**config.mk**
```make
export PLATFORM = sky130hd
export DESIGN_NAME = la_iopwrseq
export DESIGN_NICKNAME = d
export VERILOG_FILES = /design/src/rtl/la_iopwrseq.sv
export SDC_FILE = /design/constraint.sdc
export NUM_CORES = 1
export LEC_CHECK = 0
export CELL_PAD_IN_SITES_DETAIL_PLACEMENT = 0
export CELL_PAD_IN_SITES_GLOBAL_PLACEMENT = 2
export CORE_ASPECT_RATIO = 0.7
export CORE_MARGIN = 2
export CORE_UTILIZATION = 34
export DETAILED_ROUTE_END_ITERATION = 8
export PLACE_DENSITY = 0.82
export RECOVER_POWER = 25
export SYNTH_ARGS = -nofsm -noshare
export SYNTH_HDL_FRONTEND = slang
export SYNTH_SLANG_ARGS = --single-unit
```
**constraint.sdc**
```tcl
create_clock -name clk -period 3.4 [get_ports clk]
set_clock_uncertainty 0.1 [all_clocks]
set_input_delay 0.51 -clock clk [delete_from_list [all_inputs] [get_ports clk]]
set_output_delay 0.51 -clock clk [all_outputs]
set_load 0.02 [all_outputs]
```
**src/rtl/la_iopwrseq.sv**
```systemverilog
// la_iopwrseq: io-ring power sequencer for one pad-ring side.
// Staggers the enables of N switched supply/ground segments on the way up
// and on the way down, so the ring does not see one large inrush or
// ground-bounce event.
// Optional closed-loop supply-good checking: define LA_IOPWRSEQ_CHECK_EN.
//
// Control protocol (level based, no pulses): the power manager holds en=1
// to request a powered ring and en=0 to request it off. ready=1 means every
// segment is enabled and the ramp is finished. busy=1 means a ramp (up or
// down) is in progress. ready=0 and busy=0 together mean fully off, or
// FAULT when fault=1. en may change at any time; a change that arrives
// mid-ramp reverses the ramp on the edge that samples it.
module la_iopwrseq #(
  parameter int N    = 4,
  parameter int CW   = 8,
  parameter     PROP = "DEFAULT",
  parameter     SIDE = "NO"
) (
  input  logic          clk,
  input  logic          nreset,
  input  logic          en,
  input  logic [CW-1:0] delay,
  input  logic [N-1:0]  pwr_ok,
  output logic [N-1:0]  pwr_en,
  output logic          ready,
  output logic          busy,
  output logic          fault
);

  localparam int IW = (N > 1) ? $clog2(N) : 1;
  localparam logic [IW-1:0] IDX_LAST = IW'(N - 1);

  // Cell property and ring side are carried for the library flow only.
  localparam int unused_prop_w = $bits(PROP);
  localparam int unused_side_w = $bits(SIDE);

  typedef enum logic [2:0] {
    S_OFF    = 3'd0,
    S_RAMPUP = 3'd1,
    S_ON     = 3'd2,
    S_RAMPDN = 3'd3,
    S_FAULT  = 3'd4
  } state_t;

  // state is left as a named enum so checkers can bind to it directly.
  state_t        state, state_nxt;
  logic [IW-1:0] idx, idx_nxt;
  logic [CW-1:0] cnt, cnt_nxt;
  logic [N-1:0]  pwr_en_nxt;
  logic          ready_nxt, busy_nxt, fault_nxt;
  logic          seg_ok;
  logic          all_ok;

`ifdef LA_IOPWRSEQ_CHECK_EN
  logic [N-1:0] ok_meta, ok_sync;

  // Two-flop synchroniser for the asynchronous supply-good feedback.
  always_ff @(posedge clk or negedge nreset) begin
    if (!nreset) begin
      ok_meta <= '0;
      ok_sync <= '0;
    end else begin
      ok_meta <= pwr_ok;
      ok_sync <= ok_meta;
    end
  end

  assign seg_ok = ok_sync[idx];
  assign all_ok = &ok_sync;
`else
  // Open loop: the feedback is ignored and FAULT can never be entered.
  logic unused_ok;
  assign unused_ok = ^pwr_ok;
  assign seg_ok    = 1'b1;
  assign all_ok    = 1'b1;
`endif

  // State, pointer, stagger counter and all outputs are registered together.
  always_ff @(posedge clk or negedge nreset) begin
    if (!nreset) begin
      state  <= S_OFF;
      idx    <= '0;
      cnt    <= '0;
      pwr_en <= '0;
      ready  <= 1'b0;
      busy   <= 1'b0;
      fault  <= 1'b0;
    end else begin
      state  <= state_nxt;
      idx    <= idx_nxt;
      cnt    <= cnt_nxt;
      pwr_en <= pwr_en_nxt;
      ready  <= ready_nxt;
      busy   <= busy_nxt;
      fault  <= fault_nxt;
    end
  end

  // Next-state logic: a reversal of en always wins over a ramp step.
  always_comb begin
    state_nxt  = state;
    idx_nxt    = idx;
    cnt_nxt    = cnt;
    pwr_en_nxt = pwr_en;
    case (state)
      S_OFF: begin
        if (en) begin
          state_nxt  = S_RAMPUP;
          idx_nxt    = '0;
          cnt_nxt    = delay;
          pwr_en_nxt = N'(1);
        end
      end
      S_RAMPUP: begin
        if (!en) begin
          state_nxt = S_RAMPDN;
          cnt_nxt   = delay;
        end else if (cnt != '0) begin
          cnt_nxt = cnt - CW'(1);
        end else if (!seg_ok) begin
          state_nxt  = S_FAULT;
          pwr_en_nxt = '0;
        end else if (idx != IDX_LAST) begin
          idx_nxt               = idx + IW'(1);
          pwr_en_nxt[idx + IW'(1)] = 1'b1;
          cnt_nxt               = delay;
        end else begin
          state_nxt = S_ON;
        end
      end
      S_ON: begin
        if (!all_ok) begin
          state_nxt  = S_FAULT;
          pwr_en_nxt = '0;
        end else if (!en) begin
          state_nxt = S_RAMPDN;
          idx_nxt   = IDX_LAST;
          cnt_nxt   = delay;
        end
      end
      S_RAMPDN: begin
        if (en) begin
          // The segment at idx is still on; wait a full stagger before the next one.
          state_nxt = S_RAMPUP;
          cnt_nxt   = delay;
        end else if (cnt != '0) begin
          cnt_nxt = cnt - CW'(1);
        end else begin
          pwr_en_nxt[idx] = 1'b0;
          if (idx != '0) begin
            idx_nxt = idx - IW'(1);
            cnt_nxt = delay;
          end else begin
            state_nxt = S_OFF;
          end
        end
      end
      S_FAULT: begin
        pwr_en_nxt = '0;
        if (!en) state_nxt = S_OFF;
      end
      default: begin
        state_nxt  = S_OFF;
        idx_nxt    = '0;
        cnt_nxt    = '0;
        pwr_en_nxt = '0;
      end
    endcase
  end

  // Output decode from the next state, so the status flops line up with state.
  always_comb begin
    busy_nxt  = (state_nxt == S_RAMPUP) || (state_nxt == S_RAMPDN);
    ready_nxt = (state_nxt == S_ON);
    fault_nxt = (state_nxt == S_FAULT);
  end

endmodule

```
==> flow_results.org <==
** Status
- The flow ran to the end, and the final reports show no timing, DRC or antenna violations.

** Floorplanning
- Die ar. :: 4590 um^2
- After floorplanning, the core was divided into 19 placement rows.
- The total area inside the core boundary comes to 3900 um^2.
- For this design the top-level I/O count stands at 22.
- The initial utilization of the core area, before any placement, comes to 0.354.
- From bottom edge to top edge, the die measures 57.3 um.
- The floorplan step set the die width to 80.1 um.

** Synthesis
- Biggest area contributors in the synthesized netlist :: dfrtp_1 (36%), ha_1 (7.3%), nor2_1 (6.0%)
- Share of synthesized flip-flops with an asynchronous set or reset :: 1.00
- Synthesis handed over a netlist of 158 instances.
- After synthesis the netlist holds a flip-flop and latch count of 20.
- For this run, the leading register cell type out of synthesis is dfrtp_1.
- Cell type contributing the most total cell area after synthesis :: dfrtp_1
- Synth cell types :: 39
- Post-synth EDFFs :: 0
- Part of the Yosys area used for sequential elements :: 0.363
- Total of warnings raised by yosys :: 0
- The share of synthesized area in the top cell type comes to 0.363.
- Post-Syn Nets :: 181
- The mapped netlist covers 1380 um^2.
- Averaged over all synthesized cells, the footprint is 8.73 um^2.

** Layout
- Final Cell Area :: 1640 um^2
- Relative to the synthesized area, the layout overhead comes to 19.2%.
- The number of antenna diodes in the final layout is 0.
- Fraction of final layout cells with drive strength greater than 1 :: 0.0578
- At the end of the flow, the number of nets in the layout was 197.
- Leading cell type in the layout, fill and taps excluded :: nor2_1
- Final cell utilization of the core :: 0.422
- The library cells used most frequently in the layout, excluding fill and tap cells, are nor2_1 (22), dfrtp_1 (20), nand2_1 (15), clkdlybuf4s50_1 (15).

** STA
- Total negative slack for setup checks :: 0 ns
- Slack of the critical path :: 0.790 ns
- Setup violations remaining at the end of the flow were counted as 0.
- At the pin with the least slew margin, the transition time is 0.947 ns.
- The worst path in the final design needs a cycle of 2.61 ns, including I/O delays and setup.
- Tcrit/Tclk final :: 0.768
- RSZ-0062 raised after global routing :: no
- The final number of hold-violating endpoints came to 0.
- Final Max Slew Viols :: 0
- Worst hold slack :: 0.406 ns
- Normalized max-slew margin :: 0.366
- For this run, the top clock speed supported by timing is 0.383 GHz.

** Critical path
- End of the worst register-to-register path :: cnt[1]
- Among all stages on the critical path, the largest delay is contributed by dlygate4sd3_1.
- CP max FO :: 12
- Slack of the worst reg-to-reg path :: 1.07 ns
- Slowest Stage Delay on Critical Path :: 0.82 ns
- In this run the critical register-to-register path is launched from cnt[0].
- Buffer and inverter count on the worst path :: 1
- Worst setup EP type :: register
- Element type at the critical path start :: input port
- The worst setup path is of the input port to register kind.
- Worst Reg-to-Reg Cells :: 7
- Data arrival time of the critical path :: 2.67 ns
- Grouping stages by cell kind, the critical path spends the most delay in compound AO/OA/AOI/OAI gates.
- Cell Chain, Critical Path :: dlygate4sd3_1 > xor2_1 > nand2_1 > a311oi_4 > a21oi_1 > a21o_1
- Worst path required time :: 3.46 ns

** GRT
- The number of antenna violations at the first check in global routing came to 0.
- The first global-routing pass estimated 5.64 mm of wire.
- Global routing usage on met2 :: 0.205
- The total overflow left after global routing is 0.
- Vias in the first global route :: 1116
- Entering global routing, the biggest net connects 21 pins.
- For this run, global-route usage on met1 was measured as 0.263.
- The layer flagged by global routing as most heavily used is met1.
- Met3 GRT Util :: 0.0348
- Total global-route track usage :: 0.159

** Hold path
- The tightest min-delay check is of the register to register type.
- Along the worst hold path, the cell count comes to 2.
- For hold timing, the worst endpoint is pwr_en[2].
- Hold Path Origin :: pwr_en[2]

** Detailed routing
- Dividing the detail-routed wire length by the instance count gives 14.5 um.
- Summed over all layers, the routed wires come to 3.27 mm.
- DRC violations left :: 0
- Via count :: 1155
- For this block, the initial DRC count from the detailed router was 120.
- Before antenna repair, the detailed router went through 4 iterations.
- Using the TritonRoute via totals, the vias-per-cell ratio works out to 5.13.
- The count of nets left with antenna violations once routing finished came out at 0.

** Placed design
- The HPWL after detailed placement is 2.40 mm.
- Port buffering added 17 buffers.
- Summing all placed instances gives a cell area of 1590 um^2.
- OpenSTA, run right after detailed placement, puts the worst setup slack at 0.583 ns.
- At the end of routability-driven placement, the weighted congestion stood at 0.840.

** Pwr
- Dividing total power by cell area gives a power density of 844 nW/um^2.
- VDD IR max :: 0.347 mV
- Leak pwr :: 0.663 nW

** Clocking
- CTS placed an instance of clkbuf_8 at the clock tree root.
- Counting the buffers created by CTS gives 3.
- Number of levels the H-tree was split into :: 1
- The tree built by TritonCTS fans out to 20 sinks.
- The clock passes through at most 2 buffers.
- Worst skew pair latency :: 0.26 ns
- Clock tree from TritonCTS :: yes
- Quantity of hold-fixing buffers added after cts :: 0
- Buffer count from post-CTS setup fixing :: 0
- Post-cts resize count :: 0
- After clock tree synthesis, the clock-pin slew on the worst setup and hold paths is 0.08 ns.

** Job
- # Max-Cap Violations :: 0
==> stage by stage <==
step           total power, mW  instances
6_report                  1.39        225
5_1_grt                   1.52        225
4_1_cts                   1.40        225
3_5_place_dp              1.20        221
3_3_place_gp              1.19        221
2_1_floorplan             1.01        158
==> worst max path at each step <==
stage,from,end,depth (start not counted)
floorplan,cnt[0],cnt[1],7
global placement,en,cnt[1],6
detailed placement,en,cnt[1],6
CTS,en,cnt[1],6
global route,en,cnt[1],6
finish,en,cnt[1],6
==> Yosys cell counts, types with 2 or more instances <==
| cell type | number |
|---|---|
| xnor2_1 | 4 |
| nor2b_1 | 4 |
| ha_1 | 8 |
| nand2_1 | 15 |
| dfrtp_1 | 20 |
| nor4_1 | 2 |
| nand3_1 | 3 |
| nor2_1 | 22 |
| mux2_2 | 2 |
| clkbuf_1 | 4 |
| a311oi_1 | 3 |
| xor2_1 | 2 |
| a22oi_1 | 8 |
| a21o_1 | 2 |
| o31ai_1 | 2 |
| o2bb2ai_1 | 2 |
| inv_1 | 9 |
| a21oi_1 | 10 |
| nand2b_1 | 7 |
| o21ai_0 | 10 |
==> cell type report <==
class / count / area (um^2)
fill: 398 / 2250
multi-input combinational: 123 / 820
sequential: 20 / 500
timing repair buffer: 17 / 170
tap: 52 / 65.1
clock buffer: 4 / 55.1
inverter: 9 / 33.8
==> metal layers <==
layer  vias to the layer above  routed length, um
li1                        590                  -
met1                       550               1860
met2                        13               1300
met3                         2                 91
met4                         0                 23
met5                         -                  0
==> worst reg2reg max path: stages (launching register included) <==
cell and delay (ns):
dfrtp_1 0.43, inv_1 0.12, ha_1 0.15, nor4b_4 0.38, a311oi_1 0.22, a311oi_4 0.56, a21oi_1 0.09, a21o_1 0.17
==> state kept, by name (all words and copies together) (netlist names) <==
name	cells
fault	1
idx	2
ready	1
cnt	8
pwr_en	4
state	3
busy	1
==> cell families after synthesis <==
| group | after synthesis | share of synthesized area |
|---|---|---|
| muxes | 3 | 0.0236 |
| xor gates and xnor gates | 6 | 0.0381 |
| DFF | 20 | 0.363 |
| buffers and inverters | 15 | 0.0426 |
| and+or+nand+nor | 59 | 0.211 |
| AOI/OAI and AO/OA | 47 | 0.249 |
| adders and majority gates | 8 | 0.0726 |
==> where the power goes <==
part           switching, mW  leakage (nW)  total (mW)  internal (mW)
registers              0.146         0.244       0.473          0.327
logic                  0.397         0.390       0.724          0.327
clock network         0.0874        0.0288       0.191          0.103
(Power assumes the default switching activity.)
